### src/rtl/matmul_result_streamer.sv
// Streams a snapshot of the accumulator matrix C onto an AXI4-Stream master,
// row-major, one scaled and saturated element per beat.
module matmul_result_streamer #(
  parameter int ACC_W = 32,
  parameter int OUT_W = 16,
  parameter int M     = 2,
  parameter int N     = 2,
  parameter int SHIFT = 0
) (
  input  logic                    clk,
  input  logic                    rst,
  input  logic                    start,
  input  logic signed [ACC_W-1:0] C [M][N],
  output logic                    busy,
  output logic                    done,
  output logic                    sat_flag,
  output logic signed [OUT_W-1:0] m_axis_tdata,
  output logic                    m_axis_tvalid,
  input  logic                    m_axis_tready,
  output logic                    m_axis_tlast
);

  localparam int RW = (M > 1) ? $clog2(M) : 1;
  localparam int CW = (N > 1) ? $clog2(N) : 1;
  localparam logic [RW-1:0] R_LAST = RW'(M - 1);
  localparam logic [CW-1:0] C_LAST = CW'(N - 1);

  typedef enum logic {IDLE, SEND} state_t;

  function automatic logic signed [ACC_W-1:0] shift_elem(input logic signed [ACC_W-1:0] x);
    return x >>> SHIFT;
  endfunction

  // Out of range when the bits above the output sign bit are not a pure sign extension.
  function automatic logic is_clamped(input logic signed [ACC_W-1:0] y);
    logic signed [ACC_W-1:0] hi;
    hi = y >>> (OUT_W - 1);
    return (hi != '0) && (hi != '1);
  endfunction

  function automatic logic signed [OUT_W-1:0] sat_elem(input logic signed [ACC_W-1:0] y);
    if (!is_clamped(y))
      return y[OUT_W-1:0];
    else if (y[ACC_W-1])
      return {1'b1, {(OUT_W-1){1'b0}}};
    else
      return {1'b0, {(OUT_W-1){1'b1}}};
  endfunction

  state_t                  state_q, state_d;
  logic [RW-1:0]           r_q, r_d;
  logic [CW-1:0]           c_q, c_d;
  logic signed [OUT_W-1:0] tdata_q, tdata_d;
  logic                    tlast_q, tlast_d;
  logic                    sat_q, sat_d;
  logic                    done_q, done_d;
  logic signed [ACC_W-1:0] snap_q [M][N];
  logic signed [ACC_W-1:0] snap_d [M][N];
  logic signed [ACC_W-1:0] load_y;

  always_comb begin
    state_d = state_q;
    r_d     = r_q;
    c_d     = c_q;
    tdata_d = tdata_q;
    tlast_d = tlast_q;
    sat_d   = sat_q;
    done_d  = 1'b0;
    snap_d  = snap_q;
    load_y  = '0;
    case (state_q)
      IDLE: begin
        if (start) begin
          // First beat comes straight from the live C so tvalid can rise next cycle.
          state_d = SEND;
          snap_d  = C;
          r_d     = '0;
          c_d     = '0;
          load_y  = shift_elem(C[0][0]);
          tdata_d = sat_elem(load_y);
          sat_d   = is_clamped(load_y);
          tlast_d = (M == 1) && (N == 1);
        end
      end
      SEND: begin
        if (m_axis_tready) begin
          if (tlast_q) begin
            state_d = IDLE;
            done_d  = 1'b1;
            tlast_d = 1'b0;
          end else begin
            if (c_q == C_LAST) begin
              c_d = '0;
              r_d = r_q + 1'b1;
            end else begin
              c_d = c_q + 1'b1;
            end
            load_y  = shift_elem(snap_q[r_d][c_d]);
            tdata_d = sat_elem(load_y);
            sat_d   = sat_q | is_clamped(load_y);
            tlast_d = (r_d == R_LAST) && (c_d == C_LAST);
          end
        end
      end
      default: state_d = IDLE;
    endcase
  end

  // Snapshot storage is pure data and is never reset; everything visible is.
  always_ff @(posedge clk) begin
    snap_q <= snap_d;
    if (rst) begin
      state_q <= IDLE;
      r_q     <= '0;
      c_q     <= '0;
      tdata_q <= '0;
      tlast_q <= 1'b0;
      sat_q   <= 1'b0;
      done_q  <= 1'b0;
    end else begin
      state_q <= state_d;
      r_q     <= r_d;
      c_q     <= c_d;
      tdata_q <= tdata_d;
      tlast_q <= tlast_d;
      sat_q   <= sat_d;
      done_q  <= done_d;
    end
  end

  assign busy          = (state_q == SEND);
  assign m_axis_tvalid = (state_q == SEND);
  assign m_axis_tdata  = tdata_q;
  assign m_axis_tlast  = tlast_q;
  assign sat_flag      = sat_q;
  assign done          = done_q;

endmodule

### config.mk
export PLATFORM = sky130hd
export DESIGN_NAME = matmul_result_streamer
export DESIGN_NICKNAME = d
export VERILOG_FILES = /design/src/rtl/matmul_result_streamer.sv
export SDC_FILE = /design/constraint.sdc
export NUM_CORES = 1
export LEC_CHECK = 0
export CAP_MARGIN = 5
export CORE_ASPECT_RATIO = 0.7
export CORE_MARGIN = 3
export CORE_UTILIZATION = 38
export CTS_BUF_LIST = sky130_fd_sc_hd__clkbuf_4
export DETAILED_ROUTE_END_ITERATION = 12
export PLACE_DENSITY = 0.64
export SLEW_MARGIN = 10
export SYNTH_ARGS = -nofsm -noshare
export SYNTH_HDL_FRONTEND = slang
export SYNTH_SLANG_ARGS = --single-unit
export TNS_END_PERCENT = 1
### constraint.sdc
create_clock -name clk -period 15.9 [get_ports clk]
set_input_delay 1.59 -clock clk [delete_from_list [all_inputs] [get_ports clk]]
set_output_delay 1.59 -clock clk [all_outputs]
set_load 0.05 [all_outputs]
==> results.sh, run 1 <==
export IMPL_die_height_um=114
export IMPL_vias=3898
export IMPL_hold_end="m_axis_tdata[11]"
export IMPL_period_needed_ns=4.45
export IMPL_drc_errors=0
export IMPL_dr_pass1_iters=4
export IMPL_holdBufCountCts=0
export IMPL_place_congestion=0.733
export IMPL_setup_ws_ns=11.45
export IMPL_powerDensity_mw_per_mm2=103
export IMPL_fin_cells=751
export IMPL_fmax_ghz=0.225
export IMPL_avgSynthCellArea_sq_um=17.1
export IMPL_grt_pass1_vias=3996
export IMPL_fin_crit_sh_pct=28.0
export IMPL_clk_latency_ns=0.53
export IMPL_status="finished clean"
export IMPL_cts_clk_slew_worst_paths_ns=0.13
export IMPL_hold_path_depth=2
export IMPL_dpl_hpwl_mm=10.2
export IMPL_cts_resized=0
export IMPL_via_per_inst=5.19
export IMPL_nNetsFinal=650
export IMPL_ant_nets=0
export IMPL_cts_tree="yes"
export IMPL_drive_gt1_share_pct=14.3
export IMPL_final_max_slew_viol_count=0
export IMPL_layout_commonest_cell="clkdlybuf4s50_1"
export IMPL_die_x_um=160
export IMPL_final_util_pct=51.9
export IMPL_synth_edf_count=128
export IMPL_cap_viol_max_count=0
export IMPL_final_hold_violation_count=0
export IMPL_finalPower_w=0.000845
export IMPL_cts_root_buf="clkbuf_4"
export IMPL_cts_sinks=150
export IMPL_place_inst=718
export IMPL_rsz0062_at_grt="false"
export IMPL_irDropWorstVdd_mv=0.0495
export IMPL_syn_inst=369
export IMPL_skew_ns=0.0201
export IMPL_r2r_slack_ns=11.45
export IMPL_endpoint_kind="register"
export IMPL_synthFlopType="edfxtp_1"
export IMPL_grt_pass1_wl_mm=22.3
export IMPL_worst_slew_pin_slew_ns=1.24
export IMPL_grt_overflow=0
export IMPL_initial_core_util_pct=39.7
export IMPL_p_leak_nw=2.79
export IMPL_timing_worst_setup_path_type="register to register"
export IMPL_hp_class="register to register"
export IMPL_drt_wl_total_mm=14.7
export IMPL_grt_max_degree=88
export IMPL_antenna_found_initial=1
export IMPL_ys_seq_area_share_pct=68.0
export IMPL_area_delta_synth_final_pct=30.8
export IMPL_final_cell_mix="clkdlybuf4s50_1, edfxtp_1, nand2_1"
export IMPL_r2r_cells=7
export IMPL_post_cts_setup_buffers=0
export IMPL_io_buffers=152
export IMPL_die_area_sq_mm=0.0182
export IMPL_ys_types=37
export IMPL_syn_nets=502
export IMPL_cp_required_ns=16.26
export IMPL_slowest_stage="ha_2"
export IMPL_cts_buffers_inserted=17
export IMPL_r2r_end="m_axis_tdata[9]"
export IMPL_syn_area_sq_mm=0.00630
export IMPL_io_pins=153
export IMPL_cp_arrival_ns=4.82
export IMPL_grtUsageTotal_pct=16.3
export IMPL_synth_seq_cells=150
export IMPL_worst_setup_path_start_kind="register"
export IMPL_ys_warn_count=0
export IMPL_crit_path_max_fanout=35
export IMPL_min_from="m_axis_tdata[11]"
export IMPL_num_rows=38
export IMPL_max_stage_delay_ns=1.10
export IMPL_initialDrtViolationCount=231
export IMPL_crit_chain="inv_1, ha_2, mux4_1, nor4_2, a41oi_2, nor2b_4, o221ai_1"
export IMPL_slew_headroom_pct=17.5
export IMPL_synthArstFlopShare_pct=0
export IMPL_rr_startpoint="c_q"
export IMPL_htreeDepth=4
export IMPL_core_region_area_sq_mm=0.0159
export IMPL_setup_violations=0
export IMPL_pre_cts_slack_ns=10.99
export IMPL_fillers=1359
export IMPL_fin_setup_tns_ns=0
export IMPL_clockBufferDepth=2
export IMPL_wire_per_inst_um=19.5
==> Yosys cell counts, types with 2 or more instances <==
cell	n	area share [%]
mux4_2	21	7.5
inv_1	17	1.0
nor2b_1	2	0.20
a2111o_1	15	2.7
nor4_1	5	0.50
a211o_1	15	2.1
edfxtp_1	128	61
buf_2	6	0.48
mux4_1	11	4.6
dfxtp_1	22	7.0
buf_12	2	0.64
nand2_1	33	2.0
nand4_1	8	0.79
nor4_2	4	0.79
buf_4	3	0.36
a21oi_1	2	0.16
nand2b_1	2	0.20
buf_1	2	0.12
clkbuf_1	10	0.60
o221ai_2	10	2.4
o221ai_1	5	0.69
nor2_1	31	1.8
==> power breakdown <==
| group | switching [W] | internal, W |
|---|---|---|
| Combinational | 0.0000826 | 0.0000723 |
| Sequential | 0.0000133 | 0.000457 |
| Clock | 0.000140 | 0.0000804 |
==> kinds of logic (layout without fill, tap and decap cells) <==
| group | count (synthesis) | count (layout) | share of synthesized area, % |
|---|---|---|---|
| compound gates | 55 | 55 | 9.35 |
| fa+ha+maj | 1 | 1 | 0.199 |
| other cells | 0 | 1 | 0 |
| mux | 33 | 33 | 12.3 |
| simple gates | 89 | 89 | 6.83 |
| buf+inv | 41 | 202 | 3.38 |
| flops | 150 | 150 | 68.0 |
==> worst max-delay path: cells and delay by family (launching register included) <==
kind | cells | cell delay (ns)
adder cells (fa/ha/maj) | 1 | 1.10
multiplexers | 1 | 0.72
flip-flops | 1 | 0.95
AO/OA/AOI/OAI | 2 | 0.45
buffers and inverters | 1 | 0.11
AND/OR/NAND/NOR | 2 | 0.95
==> flip-flops by register name, summed over array words and instances, names as in the netlist <==
register	count
r_q	1
sat_flag	1
m_axis_tlast	1
done	1
c_q	1
busy	1
snap_q	128
m_axis_tdata	16
==> area by class of cell <==
type                    count  area, sq um  share of cell area [%]
flip-flops and latches    150         4290                    52.0
multi-input cells         178         1830                    22.2
repair buffers            153         1520                    18.5
well taps                 220          275                    3.34
clock buffers              18          135                    1.64
clock inverters            14          126                    1.53
inverters                  17         63.8                   0.774
diodes                      1         2.50                  0.0304
==> metal layers <==
metal	vias up	GRT usage [%]	wire [um]
met5	-	0	0
met4	0	5.20	178
met3	14	4.28	1080
met2	154	24.0	6480
met1	1915	23.8	6920
li1	1815	-	-
==> worst max-delay path by stage <==
stage	start	to	cells after the start
2_1_floorplan	start	m_axis_tdata[2]	7
3_3_place_gp	start	m_axis_tdata[15]	5
5_1_grt	c_q	m_axis_tdata[9]	7
4_1_cts	c_q	m_axis_tdata[9]	7
3_5_place_dp	start	m_axis_tdata[15]	5
6_report	c_q	m_axis_tdata[9]	7
==> through the flow <==
stage | cell area, sq um | hold slack, ns
final | 8240 | 0.511
after floorplan | 6300 | 0.461
after detailed placement | 7980 | 0.477
after global routing | 8240 | 0.539
after CTS | 8240 | 0.512
after global placement | 7980 | 0.470
(Power assumes the default switching activity.)
==> run 2, diff against run 1 <==
Clock period 15.9 ns to 4.4 ns, I/O delays scaled along.
==> run 2 against run 1 <==
  * Count of clock-buffer cells in the layout decreased by 1
  * Sequential cell count did not move
  * Global-route usage up 0.26 points
  * Final cell count grew 0.80%
  * Clock power rose to 3.8 times the previous value
  * Fmax is 31% higher
  * Worst setup slack got worse by 10 ns
  * Critical path type unchanged
  * Largest cell class unchanged
==> results.sh, run 2 (synthesis gave the netlist of run 1 again) <==
export IMPL_status="finished clean"
export IMPL_clk_latency_ns=0.57
export IMPL_cts_resized=0
export IMPL_largest_register="snap_q"
export IMPL_finalPower_w=0.00310
export IMPL_die_area_sq_mm=0.0182
export IMPL_die_x_um=160
export IMPL_htreeDepth=4
export IMPL_dr_pass1_iters=4
export IMPL_endpoint_kind="register"
export IMPL_rsz0062_at_grt="false"
export IMPL_layout_commonest_cell="clkdlybuf4s50_1"
export IMPL_grt_max_degree=76
export IMPL_setup_violations=0
export IMPL_multi_input_area_sq_mm=0.00183
export IMPL_grt_pass1_wl_mm=22.8
export IMPL_drc_errors=0
export IMPL_cts_sinks=150
export IMPL_vias=3943
export IMPL_grt_pass1_vias=4076
export IMPL_place_inst=724
export IMPL_wire_per_inst_um=19.5
export IMPL_dpl_hpwl_mm=10.4
export IMPL_grt_overflow=0
export IMPL_cts_clk_slew_worst_paths_ns=0.13
export IMPL_crit_chain="inv_1, ha_2, mux4_1, nor4_2, a41oi_2, nor2b_4, o221ai_1"
export IMPL_nNetsFinal=656
export IMPL_antenna_found_initial=1
export IMPL_area_delta_synth_final_pct=31.7
export IMPL_fmax_ghz=0.294
export IMPL_worst_setup_path_start_kind="register"
export IMPL_cap_viol_max_count=0
export IMPL_timing_worst_setup_path_type="register to register"
export IMPL_fillers=1326
export IMPL_clockBufferDepth=2
export IMPL_fin_setup_tns_ns=0
export IMPL_cts_root_buf="clkbuf_4"
export IMPL_cp_required_ns=4.83
export IMPL_cp_arrival_ns=3.83
export IMPL_num_rows=38
export IMPL_skew_ns=0.0189
export IMPL_core_region_area_sq_mm=0.0159
export IMPL_final_cell_mix="clkdlybuf4s50_1, edfxtp_1, nand2_1"
export IMPL_io_buffers=152
export IMPL_p_leak_nw=2.84
export IMPL_holdBufCountCts=0
export IMPL_seq_area_sq_mm=0.00429
export IMPL_period_needed_ns=3.40
export IMPL_cts_tree="yes"
export IMPL_slowest_stage="ha_2"
export IMPL_final_area_sq_mm=0.00830
export IMPL_final_hold_violation_count=0
export IMPL_hp_class="input port to register"
export IMPL_cts_buffers_inserted=17
export IMPL_worst_slew_pin_slew_ns=1.08
export IMPL_initialDrtViolationCount=251
export IMPL_ant_nets=0
export IMPL_largest_reg_flops=128
export IMPL_initial_core_util_pct=39.7
export IMPL_die_height_um=114
export IMPL_irDropWorstVdd_mv=0.151
export IMPL_post_cts_setup_buffers=0
export IMPL_place_congestion=0.748
export IMPL_via_per_inst=5.21
export IMPL_drt_wl_total_mm=14.8
export IMPL_fin_cells=757
export IMPL_max_stage_delay_ns=0.78
export IMPL_powerDensity_mw_per_mm2=373
export IMPL_final_max_slew_viol_count=0
export IMPL_grtUsageTotal_pct=16.5
export IMPL_slew_headroom_pct=27.6
export IMPL_crit_path_max_fanout=23
export IMPL_placed_area_sq_mm=0.00802
export IMPL_io_pins=153
export IMPL_fin_crit_sh_pct=77.3
export IMPL_drive_gt1_share_pct=15.3
==> run 2: cell types whose count changed in the layout (fill, tap and decap cells not counted) <==
cell        before  now
clkbuf_4        18   17
buf_4            1    7
clkinvlp_4       4    0
inv_8            0    2
clkinv_4         2    3
inv_6            4    6
==> run 2: final cells by class <==
class / count / share of cell area, %
flip-flops and latches: 150 / 51.6
multi-input cells: 178 / 22.1
repair buffers: 159 / 18.9
well taps: 220 / 3.32
clock inverters: 15 / 1.75
clock buffers: 17 / 1.54
inverters: 17 / 0.769
diodes: 1 / 0.0302
==> run 2: final timing paths <==
kind | startpoint | endpoint | slack (ns) | cells after the start
min reg2reg | m_axis_tdata[11] | m_axis_tdata[11] | 0.52 | 2
max reg2reg | c_q | m_axis_tdata[8] | 1.0 | 7
max | c_q | m_axis_tdata[8] | 1.0 | 7
min | rst | c_q | 0.40 | 2
==> run 2: power breakdown <==
group          switching [W]  internal (W)
clock network       0.000541      0.000297
registers          0.0000444       0.00165
logic               0.000301      0.000265
==> run 2: stage by stage <==
stage | hold slack (ns) | utilization (%) | setup slack, ns
2_1_floorplan | 0.461 | - | 0.387
3_3_place_gp | 0.470 | 50.5 | 1.04
3_5_place_dp | 0.482 | 50.5 | 0.944
4_1_cts | 0.349 | 52.2 | 0.914
5_1_grt | 0.351 | 52.3 | 0.748
6_report | 0.404 | 52.3 | 0.998
==> run 2: critical path, delay by kind of cell, from the launching register on <==
kind,cells,cell delay (ns)
and+or+nand+nor,2,0.94
AOI/OAI and AO/OA,2,0.46
muxes,1,0.67
DFF,1,0.35
buffers and inverters,1,0.04
adders and majority gates,1,0.78
==> run 2: metal layers <==
metal  track usage [%]  up-vias  wire length, um
met4              4.45        0               95
met2              24.4      145             6500
li1                  -     1829                -
met5                 0        -                0
met1              23.4     1961             7150
met3              5.99        8             1030
==> run 3, diff against run 2 <==
Settings changed: PLACE_DENSITY 0.64 to 0.66.
Clock period 4.4 ns to 2.77 ns, I/O delays scaled along.
==> run 3 against run 2 <==
  * Worst hold slack lost 0.14 ns
  * Final cell count grew 1.6%
  * Register-to-register slack lost 0.89 ns
  * Cell area grew 2.7%
  * Sequential power grew 59%
  * Critical endpoint is now m_axis_tdata[11]
  * Largest power group unchanged
==> results.sh, run 3 (synthesis gave the netlist of run 1 again) <==
export IMPL_final_area_sq_mm=0.00852
export IMPL_worst_slew_pin_slew_ns=1.03
export IMPL_place_congestion=0.783
export IMPL_cts_sinks=150
export IMPL_slew_headroom_pct=30.8
export IMPL_final_util_pct=53.6
export IMPL_drc_errors=0
export IMPL_irDropWorstVdd_mv=0.301
export IMPL_whs_ns=0.261
export IMPL_slowest_stage="mux4_2"
export IMPL_via_per_inst=5.19
export IMPL_met2_usage_pct=25.4
export IMPL_powerDensity_mw_per_mm2=599
export IMPL_status="finished clean"
export IMPL_final_cell_mix="clkdlybuf4s50_1, edfxtp_1, nand2_1"
export IMPL_htreeDepth=4
export IMPL_grt_max_degree=113
export IMPL_core_region_area_sq_mm=0.0159
export IMPL_final_hold_violation_count=0
export IMPL_ant_nets=0
export IMPL_layout_commonest_cell="clkdlybuf4s50_1"
export IMPL_endpoint_kind="register"
export IMPL_finalPower_w=0.00510
export IMPL_placed_area_sq_mm=0.00814
export IMPL_die_x_um=160
export IMPL_crit_chain="inv_1, ha_4, buf_6, mux4_2, nor4_4, a41oi_2, nor2b_4, buf_12, o221ai_1"
export IMPL_cts_buffers_inserted=17
export IMPL_nNetsFinal=668
export IMPL_fin_crit_sh_pct=96.0
export IMPL_max_stage_delay_ns=0.55
export IMPL_area_delta_synth_final_pct=35.2
export IMPL_dr_pass1_iters=4
export IMPL_hp_class="input port to register"
export IMPL_cts_tree="yes"
export IMPL_largest_reg_flops=128
export IMPL_initial_core_util_pct=39.7
export IMPL_grt_overflow=0
export IMPL_place_inst=732
export IMPL_crit_path_max_fanout=8
export IMPL_die_height_um=114
export IMPL_antenna_found_initial=1
export IMPL_fmax_ghz=0.376
export IMPL_dpl_hpwl_mm=10.8
export IMPL_fin_cells=769
export IMPL_cp_arrival_ns=3.06
export IMPL_initialDrtViolationCount=363
export IMPL_cap_viol_max_count=0
export IMPL_wire_per_inst_um=19.7
export IMPL_p_leak_nw=2.91
export IMPL_clk_latency_ns=0.54
export IMPL_largest_register="snap_q"
export IMPL_grt_pass1_wl_mm=23.3
export IMPL_period_needed_ns=2.66
export IMPL_io_pins=153
export IMPL_drive_gt1_share_pct=19.9
export IMPL_drt_wl_total_mm=15.1
export IMPL_skew_ns=0.0228
export IMPL_use_met3_pct=5.81
export IMPL_clockBufferDepth=2
export IMPL_setup_violations=0
export IMPL_die_area_sq_mm=0.0182
export IMPL_cp_required_ns=3.17
export IMPL_vias=3988
export IMPL_grt_busiest_layer="met2"
export IMPL_met1_usage_pct=23.8
export IMPL_timing_worst_setup_path_type="register to register"
export IMPL_io_buffers=152
export IMPL_grt_pass1_vias=4174
export IMPL_worst_setup_path_start_kind="register"
export IMPL_num_rows=38
export IMPL_final_max_slew_viol_count=0
export IMPL_cts_root_buf="clkbuf_4"
export IMPL_grtUsageTotal_pct=16.8
export IMPL_cts_clk_slew_worst_paths_ns=0.13
## run 3: cell count changes in the layout (fill, tap and decap cells not counted), sizes merged
cell,before,now
buf,8,19
bufinv,1,2
clkbuf,17,18
clkinv,6,2
clkinvlp,0,1
inv,25,27
## run 3: report_power, final
part	leakage (nW)	switching (W)	total (W)	internal [W]
clock	0.166	0.000876	0.00145	0.000577
sequential	1.40	0.0000744	0.00270	0.00262
combinational	1.34	0.000500	0.000955	0.000455
total	2.91	0.00145	0.00510	0.00365
## run 3: timing repair
item                                    in CTS  in global routing
endpoints found under the setup margin       9                 16
hold buffers                                 0                  0
pin swaps                                    1                  2
gates resized for setup                      2                 11
cloned                                       0                  1
setup buffers                                0                  3
## run 3: worst max-delay path: cells and delay by family (launching register included)
| family | cells | cell delay [ns] |
|---|---|---|
| DFF | 1 | 0.35 |
| AOI/OAI and AO/OA | 2 | 0.36 |
| adders and majority gates | 1 | 0.29 |
| muxes | 1 | 0.55 |
| buffers and inverters | 3 | 0.34 |
| and+or+nand+nor | 2 | 0.64 |
## run 3: metal layers
layer	wire, um	vias to the layer above
li1	-	1836
met1	7060	1980
met2	6740	160
met3	1160	12
met4	145	0
met5	0	-
## run 3: worst paths after layout
check	startpoint	to	slack [ns]	depth (start not counted)
setup / recovery	c_q	m_axis_tdata[11]	0.11	9
hold / removal	rst	done	0.26	3
setup reg to reg	c_q	m_axis_tdata[11]	0.11	9
hold reg to reg	m_axis_tdata[1]	m_axis_tdata[1]	0.52	2
## run 3: cell type report
cell class / count / area [sq um]
flip-flops and latches: 150 / 4290
multi-input cells: 178 / 1860
clock inverters: 15 / 179
clock buffers: 17 / 128
inverters: 17 / 63.8
repair buffers: 171 / 1720
diodes: 1 / 2.50
fillers: 1337 / 7360
well taps: 220 / 275
## run 3: per-stage QoR
step / TNS (ns) / setup slack [ns]
finish: 0 / 0.110
global route: -0.00200 / -0.00200
global placement: 0 / 0.0664
floorplan: -11.65 / -0.707
detailed placement: -0.138 / -0.0442
CTS: 0 / 0.00850
